[config.mk]
export PLATFORM = sky130hd
export DESIGN_NAME = l1_tgv_ctrl_flat
export DESIGN_NICKNAME = d
export VERILOG_FILES = /design/src/rtl/l1_tgv_ctrl_if.sv /design/src/rtl/l1_tgv_ctrl.sv /design/src/flat_wrapper.sv
export SDC_FILE = /design/constraint.sdc
export NUM_CORES = 1
export LEC_CHECK = 0
export CAP_MARGIN = 20
export CORE_ASPECT_RATIO = 1.25
export CORE_MARGIN = 3
export CORE_UTILIZATION = 30
export DETAILED_ROUTE_END_ITERATION = 7
export PLACE_DENSITY = 0.73
export REMOVE_ABC_BUFFERS = 1
export SKIP_CTS_REPAIR_TIMING = 1
export SYNTH_ARGS = -nofsm -noshare
export SYNTH_HDL_FRONTEND = slang
export SYNTH_SLANG_ARGS = --single-unit
[constraint.sdc]
create_clock -name clk_i -period 4.73 [get_ports clk_i]
set_clock_uncertainty 0.15 [all_clocks]
set_input_delay 0.7095 -clock clk_i [delete_from_list [all_inputs] [get_ports clk_i]]
set_output_delay 0.7095 -clock clk_i [all_outputs]
set_load 0.1 [all_outputs]
[src/rtl/l1_tgv_ctrl_if.sv]
// Signal bundle between the L1 tag+valid controller, the CPU side, the refill
// path and the tag array. The controller uses the slave view; its environment uses the master view.
interface l1_tgv_ctrl_if #(
  parameter int TAG_WIDTH = 9,
  parameter int IDX_WIDTH = 6,
  parameter int OFF_WIDTH = 4
);
  localparam int ADDR_WIDTH = TAG_WIDTH + IDX_WIDTH + OFF_WIDTH;

  logic                  req_valid_i;
  logic                  req_ready_o;
  logic [ADDR_WIDTH-1:0] req_addr_i;
  logic                  resp_valid_o;
  logic                  resp_hit_o;
  logic                  fill_req_valid_o;
  logic                  fill_req_ready_i;
  logic [ADDR_WIDTH-1:0] fill_req_addr_o;
  logic                  fill_done_i;
  logic                  flush_i;
  logic                  busy_o;
  logic                  tgv_we_o;
  logic [IDX_WIDTH-1:0]  tgv_addr_o;
  logic [TAG_WIDTH:0]    tgv_data_o;
  logic [TAG_WIDTH:0]    tgv_data_i;

  modport slave (
    input  req_valid_i, req_addr_i, fill_req_ready_i, fill_done_i, flush_i, tgv_data_i,
    output req_ready_o, resp_valid_o, resp_hit_o, fill_req_valid_o, fill_req_addr_o,
           busy_o, tgv_we_o, tgv_addr_o, tgv_data_o
  );

  modport master (
    output req_valid_i, req_addr_i, fill_req_ready_i, fill_done_i, flush_i, tgv_data_i,
    input  req_ready_o, resp_valid_o, resp_hit_o, fill_req_valid_o, fill_req_addr_o,
           busy_o, tgv_we_o, tgv_addr_o, tgv_data_o
  );
endinterface

[src/rtl/l1_tgv_ctrl.sv]
// Lookup/refill controller for the L1 data cache tag+valid array (read-first,
// 1-cycle-latency RAM): hit/miss detection, refill request, tag install, clear-all.
module l1_tgv_ctrl #(
  parameter int TAG_WIDTH = 9,
  parameter int IDX_WIDTH = 6,
  parameter int OFF_WIDTH = 4
) (
  input logic          clk_i,
  input logic          rst_i,
  l1_tgv_ctrl_if.slave bus
);

  typedef enum logic [2:0] {
    INIT,
    IDLE,
    LOOKUP,
    MISS_REQ,
    MISS_WAIT,
    UPDATE
  } state_t;

  state_t               state, state_d;
  logic [IDX_WIDTH-1:0] cnt;
  logic [IDX_WIDTH-1:0] idx_q;
  logic [TAG_WIDTH-1:0] tag_q;
  logic [IDX_WIDTH-1:0] req_idx;
  logic [TAG_WIDTH-1:0] req_tag;
  logic                 accept;
  logic                 hit;
  logic                 unused_off;

  assign req_idx    = bus.req_addr_i[OFF_WIDTH +: IDX_WIDTH];
  assign req_tag    = bus.req_addr_i[OFF_WIDTH+IDX_WIDTH +: TAG_WIDTH];
  assign unused_off = ^bus.req_addr_i[OFF_WIDTH-1:0];

  // Read data belongs to the index presented in the accepting IDLE cycle.
  assign hit    = bus.tgv_data_i[0] && (bus.tgv_data_i[TAG_WIDTH:1] == tag_q);
  assign bus.busy_o = (state != IDLE);

  // NOTE: sequential state uses non-blocking assignments so every flop samples
  // pre-edge values; blocking here would create order-dependent simulation.
  always_ff @(posedge clk_i or posedge rst_i) begin
    if (rst_i) begin
      state <= INIT;
      cnt   <= '0;
      idx_q <= '0;
      tag_q <= '0;
    end else begin
      state <= state_d;
      // The clear counter only runs in INIT; elsewhere it rests at zero so a
      // flush always restarts the sweep from entry 0.
      cnt <= (state == INIT) ? cnt + IDX_WIDTH'(1) : '0;
      if (accept) begin
        idx_q <= req_idx;
        tag_q <= req_tag;
      end
    end
  end

  // NOTE: every output of this block gets a default first, so no path leaves
  // a signal unassigned and no latch is inferred.
  always_comb begin
    state_d              = state;
    accept               = 1'b0;
    bus.req_ready_o      = 1'b0;
    bus.resp_valid_o     = 1'b0;
    bus.resp_hit_o       = 1'b0;
    bus.fill_req_valid_o = 1'b0;
    bus.fill_req_addr_o  = '0;
    bus.tgv_we_o         = 1'b0;
    bus.tgv_addr_o       = idx_q;
    bus.tgv_data_o       = '0;

    unique case (state)
      INIT: begin
        bus.tgv_we_o   = 1'b1;
        bus.tgv_addr_o = cnt;
        if (&cnt) state_d = IDLE;
      end
      IDLE: begin
        bus.tgv_addr_o  = req_idx;
        bus.req_ready_o = !bus.flush_i;
        if (bus.flush_i) begin
          state_d = INIT;
        end else if (bus.req_valid_i) begin
          accept  = 1'b1;
          state_d = LOOKUP;
        end
      end
      LOOKUP: begin
        if (hit) begin
          bus.resp_valid_o = 1'b1;
          bus.resp_hit_o   = 1'b1;
          state_d          = IDLE;
        end else begin
          state_d = MISS_REQ;
        end
      end
      MISS_REQ: begin
        bus.fill_req_valid_o = 1'b1;
        bus.fill_req_addr_o  = {tag_q, idx_q, {OFF_WIDTH{1'b0}}};
        if (bus.fill_req_ready_i) state_d = MISS_WAIT;
      end
      MISS_WAIT: begin
        // Only reachable after the handshake, so a done pulse coincident with
        // the handshake is never seen here.
        if (bus.fill_done_i) state_d = UPDATE;
      end
      UPDATE: begin
        bus.tgv_we_o     = 1'b1;
        bus.tgv_data_o   = {tag_q, 1'b1};
        bus.resp_valid_o = 1'b1;
        state_d          = IDLE;
      end
      default: state_d = INIT;
    endcase
  end

endmodule

[src/flat_wrapper.sv]
// flat-port wrapper written by rule: the top's interface ports become plain ports
module l1_tgv_ctrl_flat 
#(
  parameter int TAG_WIDTH = 9,
  parameter int IDX_WIDTH = 6,
  parameter int OFF_WIDTH = 4
)
  (clk_i, rst_i, bus_req_valid_i, bus_req_addr_i, bus_fill_req_ready_i, bus_fill_done_i, bus_flush_i, bus_tgv_data_i, bus_req_ready_o, bus_resp_valid_o, bus_resp_hit_o, bus_fill_req_valid_o, bus_fill_req_addr_o, bus_busy_o, bus_tgv_we_o, bus_tgv_addr_o, bus_tgv_data_o);
  l1_tgv_ctrl_if #(.TAG_WIDTH(TAG_WIDTH), .IDX_WIDTH(IDX_WIDTH), .OFF_WIDTH(OFF_WIDTH)) bus_i ();
  input logic clk_i;
  input logic rst_i;
  input wire logic [$bits(bus_i.req_valid_i)-1:0] bus_req_valid_i;
  input wire logic [$bits(bus_i.req_addr_i)-1:0] bus_req_addr_i;
  input wire logic [$bits(bus_i.fill_req_ready_i)-1:0] bus_fill_req_ready_i;
  input wire logic [$bits(bus_i.fill_done_i)-1:0] bus_fill_done_i;
  input wire logic [$bits(bus_i.flush_i)-1:0] bus_flush_i;
  input wire logic [$bits(bus_i.tgv_data_i)-1:0] bus_tgv_data_i;
  output wire logic [$bits(bus_i.req_ready_o)-1:0] bus_req_ready_o;
  output wire logic [$bits(bus_i.resp_valid_o)-1:0] bus_resp_valid_o;
  output wire logic [$bits(bus_i.resp_hit_o)-1:0] bus_resp_hit_o;
  output wire logic [$bits(bus_i.fill_req_valid_o)-1:0] bus_fill_req_valid_o;
  output wire logic [$bits(bus_i.fill_req_addr_o)-1:0] bus_fill_req_addr_o;
  output wire logic [$bits(bus_i.busy_o)-1:0] bus_busy_o;
  output wire logic [$bits(bus_i.tgv_we_o)-1:0] bus_tgv_we_o;
  output wire logic [$bits(bus_i.tgv_addr_o)-1:0] bus_tgv_addr_o;
  output wire logic [$bits(bus_i.tgv_data_o)-1:0] bus_tgv_data_o;
  assign bus_i.req_valid_i = bus_req_valid_i;
  assign bus_i.req_addr_i = bus_req_addr_i;
  assign bus_i.fill_req_ready_i = bus_fill_req_ready_i;
  assign bus_i.fill_done_i = bus_fill_done_i;
  assign bus_i.flush_i = bus_flush_i;
  assign bus_i.tgv_data_i = bus_tgv_data_i;
  assign bus_req_ready_o = bus_i.req_ready_o;
  assign bus_resp_valid_o = bus_i.resp_valid_o;
  assign bus_resp_hit_o = bus_i.resp_hit_o;
  assign bus_fill_req_valid_o = bus_i.fill_req_valid_o;
  assign bus_fill_req_addr_o = bus_i.fill_req_addr_o;
  assign bus_busy_o = bus_i.busy_o;
  assign bus_tgv_we_o = bus_i.tgv_we_o;
  assign bus_tgv_addr_o = bus_i.tgv_addr_o;
  assign bus_tgv_data_o = bus_i.tgv_data_o;
  l1_tgv_ctrl #(.TAG_WIDTH(TAG_WIDTH), .IDX_WIDTH(IDX_WIDTH), .OFF_WIDTH(OFF_WIDTH)) u_core (.clk_i(clk_i), .rst_i(rst_i), .bus(bus_i));
endmodule
Word level (Yosys, flattened, before mapping)

Cells that the tools add are included.

Logic and storage cells: 42
Input bits: 35
Flip-flop bits (word level): 24
Output and inout port bits: 41

Multiplexer cells: 20
Equality and inequality tests: 11
Reductions and logical operators: 6
Add/sub/neg operators: 1

Operators with widths:

| operator                                                                 | number |
|---|---|
| 19-bit 2-to-1 mux                                                        | 1 |
| 3-bit case mux with 6 select lines                                       | 1 |
| 3-bit 2-to-1 mux                                                         | 5 |
| 6-bit case mux with 2 select lines                                       | 1 |
| 10-bit 2-to-1 mux                                                        | 1 |
| 9-bit equality test                                                      | 1 |
| 1-bit 2-to-1 mux                                                         | 8 |
| 6-bit by 1-bit adder with 6-bit output (second input constant)           | 1 |
| 3-bit by 2-bit equality test with 1-bit output (second input constant)   | 2 |
| 3-bit equality test (second input constant)                              | 2 |
| 6-bit 2-to-1 mux                                                         | 1 |
| 2-bit inequality test (second input constant)                            | 3 |
| 6-bit AND reduction                                                      | 1 |
| 4-bit AND reduction                                                      | 1 |
| 3-bit by 1-bit equality test with 1-bit output (second input constant)   | 1 |
| 3-bit zero test                                                          | 1 |
| 3-bit by 1-bit inequality test with 1-bit output (second input constant) | 1 |
| 3-bit inequality test (second input constant)                            | 1 |
| 2-bit 2-to-1 mux                                                         | 1 |
| 1-bit case mux with 2 select lines                                       | 1 |
| 2-bit OR reduction                                                       | 1 |
| 1-bit logical AND                                                        | 1 |
| 1-bit zero test                                                          | 1 |

Logic depth before layout (Yosys ltp)

Depth after elaboration: 4
Mapped depth: 5
Mapped depth without buffers: 4

Worst setup path before layout

Ideal clock, no wire load.

Path type: input to output
Start point: input bus_tgv_data_i[7]
End point: output bus_resp_valid_o
Data arrival time: 3.363 ns
Required time: 3.871 ns
Slack: 0.507 ns
Stages on the path: 4
Buffers on the path: 0
Cells stage by stage: xor2_1 -> nor4_1 -> nand3_1 -> o21ai_0

Longest elaborated chain between the ends: 4

Ends and longest elaborated chain:

| what                               | RTL line           | RTL |
|---|---|---|
| start, declared                    | flat_wrapper.sv:17 | `input wire logic [$bits(bus_i.tgv_data_i)-1:0] bus_tgv_data_i;` |
| 9-bit equality test                | l1_tgv_ctrl.sv:37  | `assign hit = bus.tgv_data_i[0] && (bus.tgv_data_i[TAG_WIDTH:1] == tag_q);` |
| 1-bit logical AND                  | l1_tgv_ctrl.sv:37  |  |
| 1-bit 2-to-1 mux                   | l1_tgv_ctrl.sv:91  | `if (hit) begin` |
| 1-bit case mux with 2 select lines | l1_tgv_ctrl.sv:74  | `unique case (state)` |
| end, declared                      | flat_wrapper.sv:19 | `output wire logic [$bits(bus_i.resp_valid_o)-1:0] bus_resp_valid_o;` |

No other way between the ends.

Worst setup path in the final report

Start point: register u_core.state[0]
End point: output bus_tgv_we_o

Longest elaborated chain between the ends: 3
Elaborated cells on any way between the ends: 4
Those cells by class: eq/ne (1); mux (1); reduce/logical (2)

Ends and longest elaborated chain:

| what                                                          | RTL line           | RTL |
|---|---|---|
| start, declared                                               | l1_tgv_ctrl.sv:22  | `state_t state, state_d;` |
| start signal, assigned                                        | l1_tgv_ctrl.sv:49  | `state <= state_d;` |
| 3-bit equality test / 3-bit zero test (equally long branches) | l1_tgv_ctrl.sv:74  |  |
| 2-bit OR reduction (no line) *                                | n/a                |  |
| 1-bit 2-to-1 mux *                                            | l1_tgv_ctrl.sv:74  |  |
| end, declared                                                 | flat_wrapper.sv:24 | `output wire logic [$bits(bus_i.tgv_we_o)-1:0] bus_tgv_we_o;` |

Every way passes the cells marked *; elsewhere a longest branch is shown, timed or not.

==> results.tsv <==
stage	metric	value	unit
run_status	status	completed	
floorplanning	fp.coreArea	4760	µm²
worst_hold_path	hold_class	flop to flop	
grt	gr-max-usage-layer	met2	
synth	synthCells	148	
grt	grt_use_total	13.4	%
drt	via_count	1249	
synth	async_flop_share	100	%
synth	synthesis.area	1490	µm²
synth	ys_ff_latch	24	
worst_setup_path	critPathKind	flop to primary output	
layout	layout-drive-gt1-share	26.6	%
synth	synth_cell_types	27	
placed_design	hpwl	2910	µm
timing	tightest_slew	0.988	ns
timing	period_share	78.5	%
timing	setup-tns-final	0	ns
worst_setup_path	cpLargestDelayFamily	buffers and inverters	
synth	ys_seq_area_share	40.4	%
timing	max_freq	0.269	GHz
timing	hold_viol_final	0	
worst_setup_path	reg2regPathDepth	4	
layout	layout.cells.most_common_list	34 x buf_4, 33 x clkdlybuf4s50_1, 24 x and2_1, 24 x dfrtp_1	
clock_tree	cts.sinks	24	
clock_tree	numCtsBuffers	3	
clock_tree	root_buffer	clkbuf_8	
floorplanning	die_w	68.9	µm
timing	rsz0062_at_grt	no	
drt	drt-initial-drc-count	49	
synth	ys.flop_type	dfrtp_1	
power	power_per_cell_area	207	nW/µm²
clock_tree	ctsLongestPathBuffers	2	
placed_design	io_buffers	67	
timing	finalSetupViolations	0	
clock_tree	cts_tree	done	
worst_hold_path	min_path_cells	1	
grt	grt_overflow	0	
drt	drc	0	
clock_tree	clk_latency	0.27	ns
layout	syn2layout_area_growth	46.5	%
worst_setup_path	critical_path.slowest_cell	clkdlybuf4s50_1	
layout	finalNetCount	251	
worst_setup_path	startpoint_type	flop	
worst_setup_path	endpoint_kind	primary output	
synth	yosys_warnings	0	
drt	wl_per_cell	13.6	µm
floorplanning	die_h	84.7	µm
placed_design	place_congestion	0.743	
layout	fill_cells	446	
timing	post-route-min-period	3.71	ns
layout	num_antenna_cells	0	
drt	dr.pass1.iters	4	
grt	grt_max_degree	25	
timing	slew_viol_final	0	
clock_tree	cts.clk_slew.worst_paths	0.09	ns
grt	grt.met2_usage	22.8	%
drt	finalWirelength	3740	µm
timing	slew_headroom	33.9	%
worst_setup_path	path_max_fanout	13	
worst_setup_path	arrival	2.85	ns
worst_setup_path	crit_required	3.87	ns
floorplanning	placementRows	28	
power	p_leak	0.00107	µW
drt	vias_per_cell	4.56	
synth	synth_enable_flop_cells	0	
grt	grt_pass1_vias	1250	
clock_tree	htree_levels	1	
synth	avgSynthCellArea	10.0	µm²
grt	use_met3	4.28	%
floorplanning	io_pins	76	
grt	met1_usage	15.4	%
placed_design	dpl-instance-area	2100	µm²
grt	grt_first_pass_wirelength	5900	µm
run	cap_violations	0	
layout	final_common_cell	buf_4	
worst_setup_path	slowest_delay	1.14	ns
power	ir_drop	185	µV
layout	fin_area	2180	µm²
floorplanning	dieArea	5840	µm²
worst_setup_path	path_cells	inv_1 -> or2_2 -> nand2_1 -> clkdlybuf4s50_1	
grt	antenna_found_initial	0	
worst_setup_path	cp.depth	4	
floorplanning	start_util	31.2	%
worst_setup_path	critPathBufInv	2	
drt	ant_nets	0	
==> final timing paths <==
kind | start | endpoint | slack (ns)
worst min register to register | u_core.cnt[0] | u_core.cnt[0] | 0.37
worst max register to register | u_core.state[0] | u_core.state[2] | 2.51
min in group asynchronous | rst_i | u_core.tag_q[1] | 0.79
max in group asynchronous | rst_i | u_core.tag_q[4] | 3.07
worst min-delay path | u_core.cnt[0] | u_core.cnt[0] | 0.37
worst max-delay path | u_core.state[0] | bus_tgv_we_o | 1.02
==> per-stage QoR <==
stage | instances | hold slack (ns) | setup WS, ns | power, µW | utilization [%]
floorplan | 143 | 0.318 | 0.507 | 246 | -
global placement | 270 | 0.360 | 1.30 | 277 | 44.2
detailed placement | 270 | 0.359 | 1.27 | 278 | 44.2
CTS | 274 | 0.372 | 1.01 | 457 | 45.7
global route | 274 | 0.402 | 0.888 | 473 | 45.7
finish | 274 | 0.366 | 1.02 | 451 | 45.7
==> area by class of cell <==
cell class	instances	area, µm²	share of cell area [%]
clock buffers	3	41.3	1.90
clock inverters	1	30.0	1.38
inverters	3	11.3	0.518
multi-input cells	116	832	38.2
flip-flops and latches	24	601	27.6
well taps	60	75.1	3.45
repair buffers	67	586	26.9
==> metal layers <==
metal | share of wire, % | wire length [µm]
met2 | 47 | 1760
met3 | 12 | 443
met5 | 0 | 0
met1 | 40 | 1490
met4 | 1.2 | 44
==> cell families after synthesis <==
group	count (synthesis)	synth area share (%)
other	1	0.252
buffers and inverters	11	4.30
DFF	24	40.4
xor gates and xnor gates	13	7.67
muxes	21	17.9
AOI/OAI and AO/OA	14	5.22
and+or+nand+nor	63	23.3
adders and majority gates	1	0.842
==> registers in the layout (all words and copies together), names as in the netlist <==
register,count
u_core.cnt,6
u_core.idx_q,6
u_core.state,3
u_core.tag_q,9
==> synth_stat cells (all sizes together) (2+ instances only) <==
cell type  number  area [µm²]
and2           24         150
dfrtp          24         601
mux2           15         206
nand2          13        56.3
nor2           12        45.0
xor2           11        96.3
o21ai          10        50.1
buf             6        45.0
mux2i           6        60.1
nand3           4        20.0
and3            3        18.8
inv             3        11.3
a21oi           2        10.0
a22o            2        17.5
clkbuf          2        7.51
nand2b          2        12.5
nor4            2        12.5
or2             2        15.0
xnor2           2        17.5
==> power by group <==
group	switching [µW]	internal, µW	leakage (µW)	total (µW)
registers	4.57	210	0.000318	214
clock network	65.1	113	0.0000357	178
logic	27.5	31.2	0.000717	58.6
(Power assumes the default switching activity.)
